### src/rtl/ula_sequencer_if.sv
// Handshake and ALU bus between the instruction source, the sequencer and the ula.
// The slave side is the sequencer; master is the environment (instruction source plus ALU).
interface ula_sequencer_if #(
  parameter int WIDTH = 4,
  parameter int OPW   = 3
);
  logic             instr_valid;
  logic             instr_ready;
  logic [7:0]       instr;
  logic [WIDTH-1:0] alu_x;
  logic [WIDTH-1:0] alu_y;
  logic [OPW-1:0]   alu_op;
  logic [WIDTH-1:0] alu_res;
  logic             alu_status;
  logic [WIDTH-1:0] reg_x;
  logic [WIDTH-1:0] reg_y;
  logic [WIDTH-1:0] reg_z;
  logic             flag;
  logic             done;
  logic             halted;

  modport slave (
    input  instr_valid, instr, alu_res, alu_status,
    output instr_ready, alu_x, alu_y, alu_op, reg_x, reg_y, reg_z, flag, done, halted
  );

  modport master (
    output instr_valid, instr, alu_res, alu_status,
    input  instr_ready, alu_x, alu_y, alu_op, reg_x, reg_y, reg_z, flag, done, halted
  );
endinterface

### src/rtl/ula_sequencer.sv
// Control unit for the 4-bit signed ALU: accepts micro-instructions, drives the ALU from X/Y
// and retires each instruction through a fixed IDLE -> EXEC -> WB sequence.
module ula_sequencer #(
  parameter int WIDTH = 4,
  parameter int OPW   = 3
) (
  input  logic             clk,
  input  logic             rst,
  ula_sequencer_if.slave   bus
);

  typedef enum logic [1:0] {
    IDLE = 2'd0,
    EXEC = 2'd1,
    WB   = 2'd2,
    HALT = 2'd3
  } state_t;

  localparam logic [3:0] OP_LDX  = 4'b0001;
  localparam logic [3:0] OP_LDY  = 4'b0010;
  localparam logic [3:0] OP_MVZX = 4'b0011;
  localparam logic [3:0] OP_MVZY = 4'b0100;
  localparam logic [3:0] OP_HALT = 4'b0111;

  state_t           state;
  logic [3:0]       op_q;
  logic [WIDTH-1:0] imm_q;
  logic [WIDTH-1:0] x_q;
  logic [WIDTH-1:0] y_q;
  logic [WIDTH-1:0] z_q;
  logic [OPW-1:0]   aluop_q;
  logic             flag_q;
  logic             done_q;
  logic             halted_q;
  logic             is_cmp;

  // Compare ops (equal, greater, less) report through status; every other ALU op yields a result.
  assign is_cmp = (op_q[2:0] == 3'b011) || (op_q[2:0] == 3'b100) || (op_q[2:0] == 3'b101);

  always_ff @(posedge clk or posedge rst) begin
    if (rst) begin
      state    <= IDLE;
      op_q     <= 4'b0000;
      imm_q    <= '0;
      x_q      <= '0;
      y_q      <= '0;
      z_q      <= '0;
      aluop_q  <= '0;
      flag_q   <= 1'b0;
      done_q   <= 1'b0;
      halted_q <= 1'b0;
    end else begin
      done_q <= 1'b0;
      case (state)
        IDLE: begin
          if (bus.instr_valid) begin
            op_q  <= bus.instr[7:4];
            imm_q <= WIDTH'($signed(bus.instr[3:0]));
            if (bus.instr[7])
              aluop_q <= OPW'(bus.instr[6:4]);
            state <= EXEC;
          end
        end
        // Writeback lands on the EXEC->WB edge so results are visible alongside done.
        EXEC: begin
          done_q <= 1'b1;
          state  <= WB;
          case (op_q)
            OP_LDX:  x_q <= imm_q;
            OP_LDY:  y_q <= imm_q;
            OP_MVZX: x_q <= z_q;
            OP_MVZY: y_q <= z_q;
            default: begin
              if (op_q[3]) begin
                if (is_cmp)
                  flag_q <= bus.alu_status;
                else
                  z_q <= bus.alu_res;
              end
            end
          endcase
        end
        WB: begin
          if (op_q == OP_HALT) begin
            halted_q <= 1'b1;
            state    <= HALT;
          end else begin
            state <= IDLE;
          end
        end
        default: state <= HALT;
      endcase
    end
  end

  // Ready drops as soon as reset asserts so nothing is accepted during reset.
  assign bus.instr_ready = (state == IDLE) && !rst;
  assign bus.alu_x       = x_q;
  assign bus.alu_y       = y_q;
  assign bus.alu_op      = aluop_q;
  assign bus.reg_x       = x_q;
  assign bus.reg_y       = y_q;
  assign bus.reg_z       = z_q;
  assign bus.flag        = flag_q;
  assign bus.done        = done_q;
  assign bus.halted      = halted_q;

endmodule

### src/flat_wrapper.sv
// flat-port wrapper written by rule: the top's interface ports become plain ports
module ula_sequencer_flat 
#(
  parameter int WIDTH = 4,
  parameter int OPW   = 3
)
  (clk, rst, bus_instr_valid, bus_instr, bus_alu_res, bus_alu_status, bus_instr_ready, bus_alu_x, bus_alu_y, bus_alu_op, bus_reg_x, bus_reg_y, bus_reg_z, bus_flag, bus_done, bus_halted);
  ula_sequencer_if #(.WIDTH(WIDTH), .OPW(OPW)) bus_i ();
  input  logic clk;
  input  logic rst;
  input wire logic [$bits(bus_i.instr_valid)-1:0] bus_instr_valid;
  input wire logic [$bits(bus_i.instr)-1:0] bus_instr;
  input wire logic [$bits(bus_i.alu_res)-1:0] bus_alu_res;
  input wire logic [$bits(bus_i.alu_status)-1:0] bus_alu_status;
  output wire logic [$bits(bus_i.instr_ready)-1:0] bus_instr_ready;
  output wire logic [$bits(bus_i.alu_x)-1:0] bus_alu_x;
  output wire logic [$bits(bus_i.alu_y)-1:0] bus_alu_y;
  output wire logic [$bits(bus_i.alu_op)-1:0] bus_alu_op;
  output wire logic [$bits(bus_i.reg_x)-1:0] bus_reg_x;
  output wire logic [$bits(bus_i.reg_y)-1:0] bus_reg_y;
  output wire logic [$bits(bus_i.reg_z)-1:0] bus_reg_z;
  output wire logic [$bits(bus_i.flag)-1:0] bus_flag;
  output wire logic [$bits(bus_i.done)-1:0] bus_done;
  output wire logic [$bits(bus_i.halted)-1:0] bus_halted;
  assign bus_i.instr_valid = bus_instr_valid;
  assign bus_i.instr = bus_instr;
  assign bus_i.alu_res = bus_alu_res;
  assign bus_i.alu_status = bus_alu_status;
  assign bus_instr_ready = bus_i.instr_ready;
  assign bus_alu_x = bus_i.alu_x;
  assign bus_alu_y = bus_i.alu_y;
  assign bus_alu_op = bus_i.alu_op;
  assign bus_reg_x = bus_i.reg_x;
  assign bus_reg_y = bus_i.reg_y;
  assign bus_reg_z = bus_i.reg_z;
  assign bus_flag = bus_i.flag;
  assign bus_done = bus_i.done;
  assign bus_halted = bus_i.halted;
  ula_sequencer #(.WIDTH(WIDTH), .OPW(OPW)) u_core (.clk(clk), .rst(rst), .bus(bus_i));
endmodule
### config.mk
export PLATFORM = sky130hd
export DESIGN_NAME = ula_sequencer_flat
export DESIGN_NICKNAME = d
export VERILOG_FILES = /design/src/rtl/ula_sequencer_if.sv /design/src/rtl/ula_sequencer.sv /design/src/flat_wrapper.sv
export SDC_FILE = /design/constraint.sdc
export NUM_CORES = 1
export LEC_CHECK = 0
export ABC_AREA = 1
export CAP_MARGIN = 10
export CORE_ASPECT_RATIO = 1.25
export CORE_MARGIN = 4
export CORE_UTILIZATION = 25
export DETAILED_ROUTE_END_ITERATION = 8
export GPL_TIMING_DRIVEN = 0
export SYNTH_ARGS = -nofsm -noshare
export SYNTH_HDL_FRONTEND = slang
export SYNTH_SLANG_ARGS = --single-unit
### constraint.sdc
create_clock -name clk -period 1.22 [get_ports clk]
set_clock_uncertainty 0.05 [all_clocks]
set_input_delay 0.244 -clock clk [delete_from_list [all_inputs] [get_ports clk]]
set_output_delay 0.244 -clock clk [all_outputs]
set_load 0.02 [all_outputs]
======== Word-level counts from Yosys, hierarchy flattened ========
Index checks and enable logic that the tools add are counted.
word-level totals
  flip-flop bits (word level) ............. 28
  input bits .............................. 16
cells by class
  bitwise operators ....................... 2
  equality and inequality tests ........... 11
  reduce and logical (&&, ||, !) cells .... 15
  mux-type cells .......................... 6
operators with widths
  cell                                                 number
  one-hot mux 4 bit (2 select lines)                   2
  equality test 4 x 2 -> 1 bit, second input constant  2
  equality test 4 x 3 -> 1 bit, second input constant  2
  AND reduction 2 bit                                  4
  AND reduction 4 bit                                  2
  equality test 3 bit, second input constant           2
  one-hot mux 2 bit (3 select lines)                   1
  equality test 4 x 1 -> 1 bit, second input constant  1
  2-to-1 mux 2 bit                                     2
  nonzero test 2 bit                                   2
  OR reduction 4 bit                                   1
  equality test 3 x 2 -> 1 bit, second input constant  1
  AND reduction 3 bit                                  1
  equality test 2 x 1 -> 1 bit, second input constant  1
  equality test 2 bit, second input constant           1
  logical NOT 2 bit                                    1
  logical OR 1 bit                                     2
  inequality test 2 bit, second input constant         1
  inverter 1 bit                                       2
  logical AND 1 bit                                    1
  logical NOT 1 bit                                    1
  2-to-1 mux 1 bit                                     1

======== Longest topological paths before layout ========
  word-level depth ........................ 5
  depth in mapped cells ................... 7

======== Least setup slack after synthesis ========
OpenSTA, ideal clock, no wires.
  path type ............................... register to output
  start ................................... register u_core.state[0]
  end ..................................... output bus_instr_ready
  data arrival time ....................... 0.907 ns
  buffers on the path ..................... 0
  slack ................................... 0.019 ns
  stages on the path, launching flop included .. 2
  path through ............................ dfrtp_1 -> nor3_1
on the way
  cells in the longest elaborated chain, start to end .. 2
ends and longest elaborated chain
  what                      RTL line             source
  start: declaration        ula_sequencer.sv:25  state_t state;
  start signal: assignment  ula_sequencer.sv:42  state <= IDLE;
  start signal: assignment  ula_sequencer.sv:61  state <= EXEC;
  start signal: assignment  ula_sequencer.sv:67  state <= WB;
  logical NOT 2 bit         ula_sequencer.sv:97  assign bus.instr_ready = (state == IDLE) && !rst;
  logical AND 1 bit         ula_sequencer.sv:97
  end: declaration          flat_wrapper.sv:15   output wire logic [$bits(bus_i.instr_ready)-1:0] bus_instr_ready;
Every way passes these cells.

======== Worst setup path after layout ========
Same ends and word-level chain as after synthesis.

==> metrics <==
outcome=complete, but fails checks; failing checks=setup timing; H-tree lvl count=1; Yosys warnings=0; commonest non-fill, non-tap cell in the layout=nand2_1; Comb pwr share=58.4%; first-pass GRT wire length=5110 um; GP Congestion=0.801; post-synthesis sequential area ratio=53.2%; post-synthesis cell type count=14; worst hold slack=0.383 ns; CP Class=register to primary output; CORE AREA=5080 sq um; Max IR drop VDD=1.03 mV; class of the most critical hold timing path=input pin to asynchronous set/reset pin; P_int=0.00302 W; max frequency=0.741 GHz; DRT iter0 DRCs=25; vias in the first global route=1,165; Leakage Power=1.08 nW; Final period util=111%; antenna violations before repair=0; Final setup viols=1; max cap viols=0; share of cells above drive strength 1=39.7%; Initial Util=25.9%; DP Wirelength=2260 um; Avg Vias per Cell=4.14; final wirelength=3180 um; Wirelength per Cell=10.8 um; final worst-path setup slack=-0.130 ns; Root Buffer=clkbuf_8; Net Count, Synth=185; CTS Hold Bufs=0; most frequent cells in the layout=nand2_1, dfrtp_1, buf_4; Pwr per Cell Area=2630 nW/um^2; CP Launch Type=register; critical path fanouts, max=3; final hold vios=0; synthesized cell area=1320 sq um; flops & latches, synth=28; vias=1,217; clock power share=9.0%; Post-route DRC=0; top post-synthesis cells by area=dfrtp_1, nand2_1, nand3_1, buf_4, nor2_2; clk buf depth=2; Final nets=250; num rows=29; WP data required=0.93 ns; Reg clk slew, reported paths=0.09 ns; Placed Instances=273; Least-Margin Pin Slew=0.600 ns; Sink Count=28; RSZ-0062 raised after global routing=yes; Mapped Avg Cell Area=7.79 sq um; die height=89.1 um; DRT antenna net count=0; Worst-Skew Late Latency=0.27 ns; synth-to-layout area growth=55.5%; fin util=40.3%; diode count=0; worst rel slew slack=59.9%; total congestion overflow=0; DIE WIDTH=72.9 um; post-synth top area cell=dfrtp_1; Final Max Slew Viols=0; setup slack, reg-to-reg=0.01 ns; Synth Instances=169; die area=6500 sq um; Worst setup EP type=primary output; Sw Share=43.9%; IO Pins=43; sw power=0.00237 W; CTS Buf Count=3; post-route insts no fill=294; Total GRT Usage=9.77%; Flop pwr share=32.6%; post-route minimum period=1.35 ns; largest net degree at the start of global routing=29; First-pass DRT Iterations=4; CTS tree=done; Synth top area share=53.2%; crit path DAT=1.06 ns; IO Port Bufs=42
Yosys cell counts, drive strengths merged:
cell type / count
buf: 9
inv: 14
o21ai: 8
o21bai: 1
nor3: 1
dfrtp: 28
nand2: 88
nor2: 6
nand3: 14
cell type report:
class                   instances  area, sq um
fillers                       535         3030
flip-flops and latches         28          706
multi-input cells             118          596
repair buffers                 64          515
well taps                      62         77.6
inverters                      14         58.8
plain buffers                   5         52.6
clock buffers                   3         41.3
critical path, stage by stage (launching register included):
cell and delay [ns]:
dfrtp_1 0.43, nor3_2 0.20, buf_4 0.16
final timing paths:
check                                     start              endpoint  cells after the start
worst min register to register  u_core.bus.flag       u_core.bus.flag                      2
worst max-delay path            u_core.state[0]       bus_instr_ready                      2
max in group asynchronous                   rst        u_core.op_q[3]                      2
worst max register to register  u_core.state[0]   u_core.bus.reg_z[3]                      7
worst min-delay path                        rst  u_core.bus.alu_op[1]                      2
min in group clk                u_core.bus.flag       u_core.bus.flag                      2
power by group through the flow:
| stage | registers [W] | clock network [W] | logic, W |
|---|---|---|---|
| finish | 0.00176 | 0.000484 | 0.00315 |
| global route | 0.00183 | 0.000533 | 0.00348 |
| CTS | 0.00172 | 0.000500 | 0.00285 |
| detailed placement | 0.00178 | 0 | 0.00259 |
| global placement | 0.00178 | 0 | 0.00257 |
| floorplan | 0.00202 | 0 | 0.00126 |
sequential cells by signal (all words and copies together) (netlist names):
signal / flops
u_core.bus.halted: 1
u_core.state: 2
u_core.bus.done: 1
u_core.imm_q: 4
u_core.bus.alu_y: 4
u_core.bus.alu_x: 4
u_core.bus.alu_op: 3
u_core.bus.flag: 1
u_core.op_q: 4
u_core.bus.reg_z: 4
kinds of logic (layout without fill, tap and decap cells):
logic type	count (synthesis)	after routing	share of synthesized area (%)
AOI/OAI and AO/OA	9	9	3.61
and+or+nand+nor	109	109	34.2
buffers and inverters	23	86	8.94
DFF	28	28	53.2
layer usage:
| metal | part of all wire (%) | routed length, um | GRT usage [%] |
|---|---|---|---|
| met5 | 0 | 0 | 0 |
| met3 | 6.2 | 198 | 2.02 |
| met4 | 0.54 | 17 | 1.85 |
| met1 | 40 | 1260 | 11.7 |
| met2 | 53 | 1700 | 18.1 |
stage by stage:
| step | instance area, sq um | setup TNS, ns | power [W] | setup slack (ns) |
|---|---|---|---|---|
| 2_1_floorplan | 1320 | 0 | 0.00328 | 0.0188 |
| 3_3_place_gp | 1810 | -15.23 | 0.00435 | -0.515 |
| 3_5_place_dp | 1810 | -15.56 | 0.00437 | -0.531 |
| 4_1_cts | 1960 | -3.64 | 0.00507 | -0.130 |
| 5_1_grt | 2050 | -0.582 | 0.00585 | -0.185 |
| 6_report | 2050 | -0.130 | 0.00539 | -0.130 |
what timing repair did:
action | CTS | global route
pin swaps | 1 | 8
endpoints found under the setup margin | 66 | 72
setup buffers | 11 | 11
resized for setup | 120 | 42
gates cloned | 0 | 0
No activity file was read; power rests on OpenSTA's default activity.
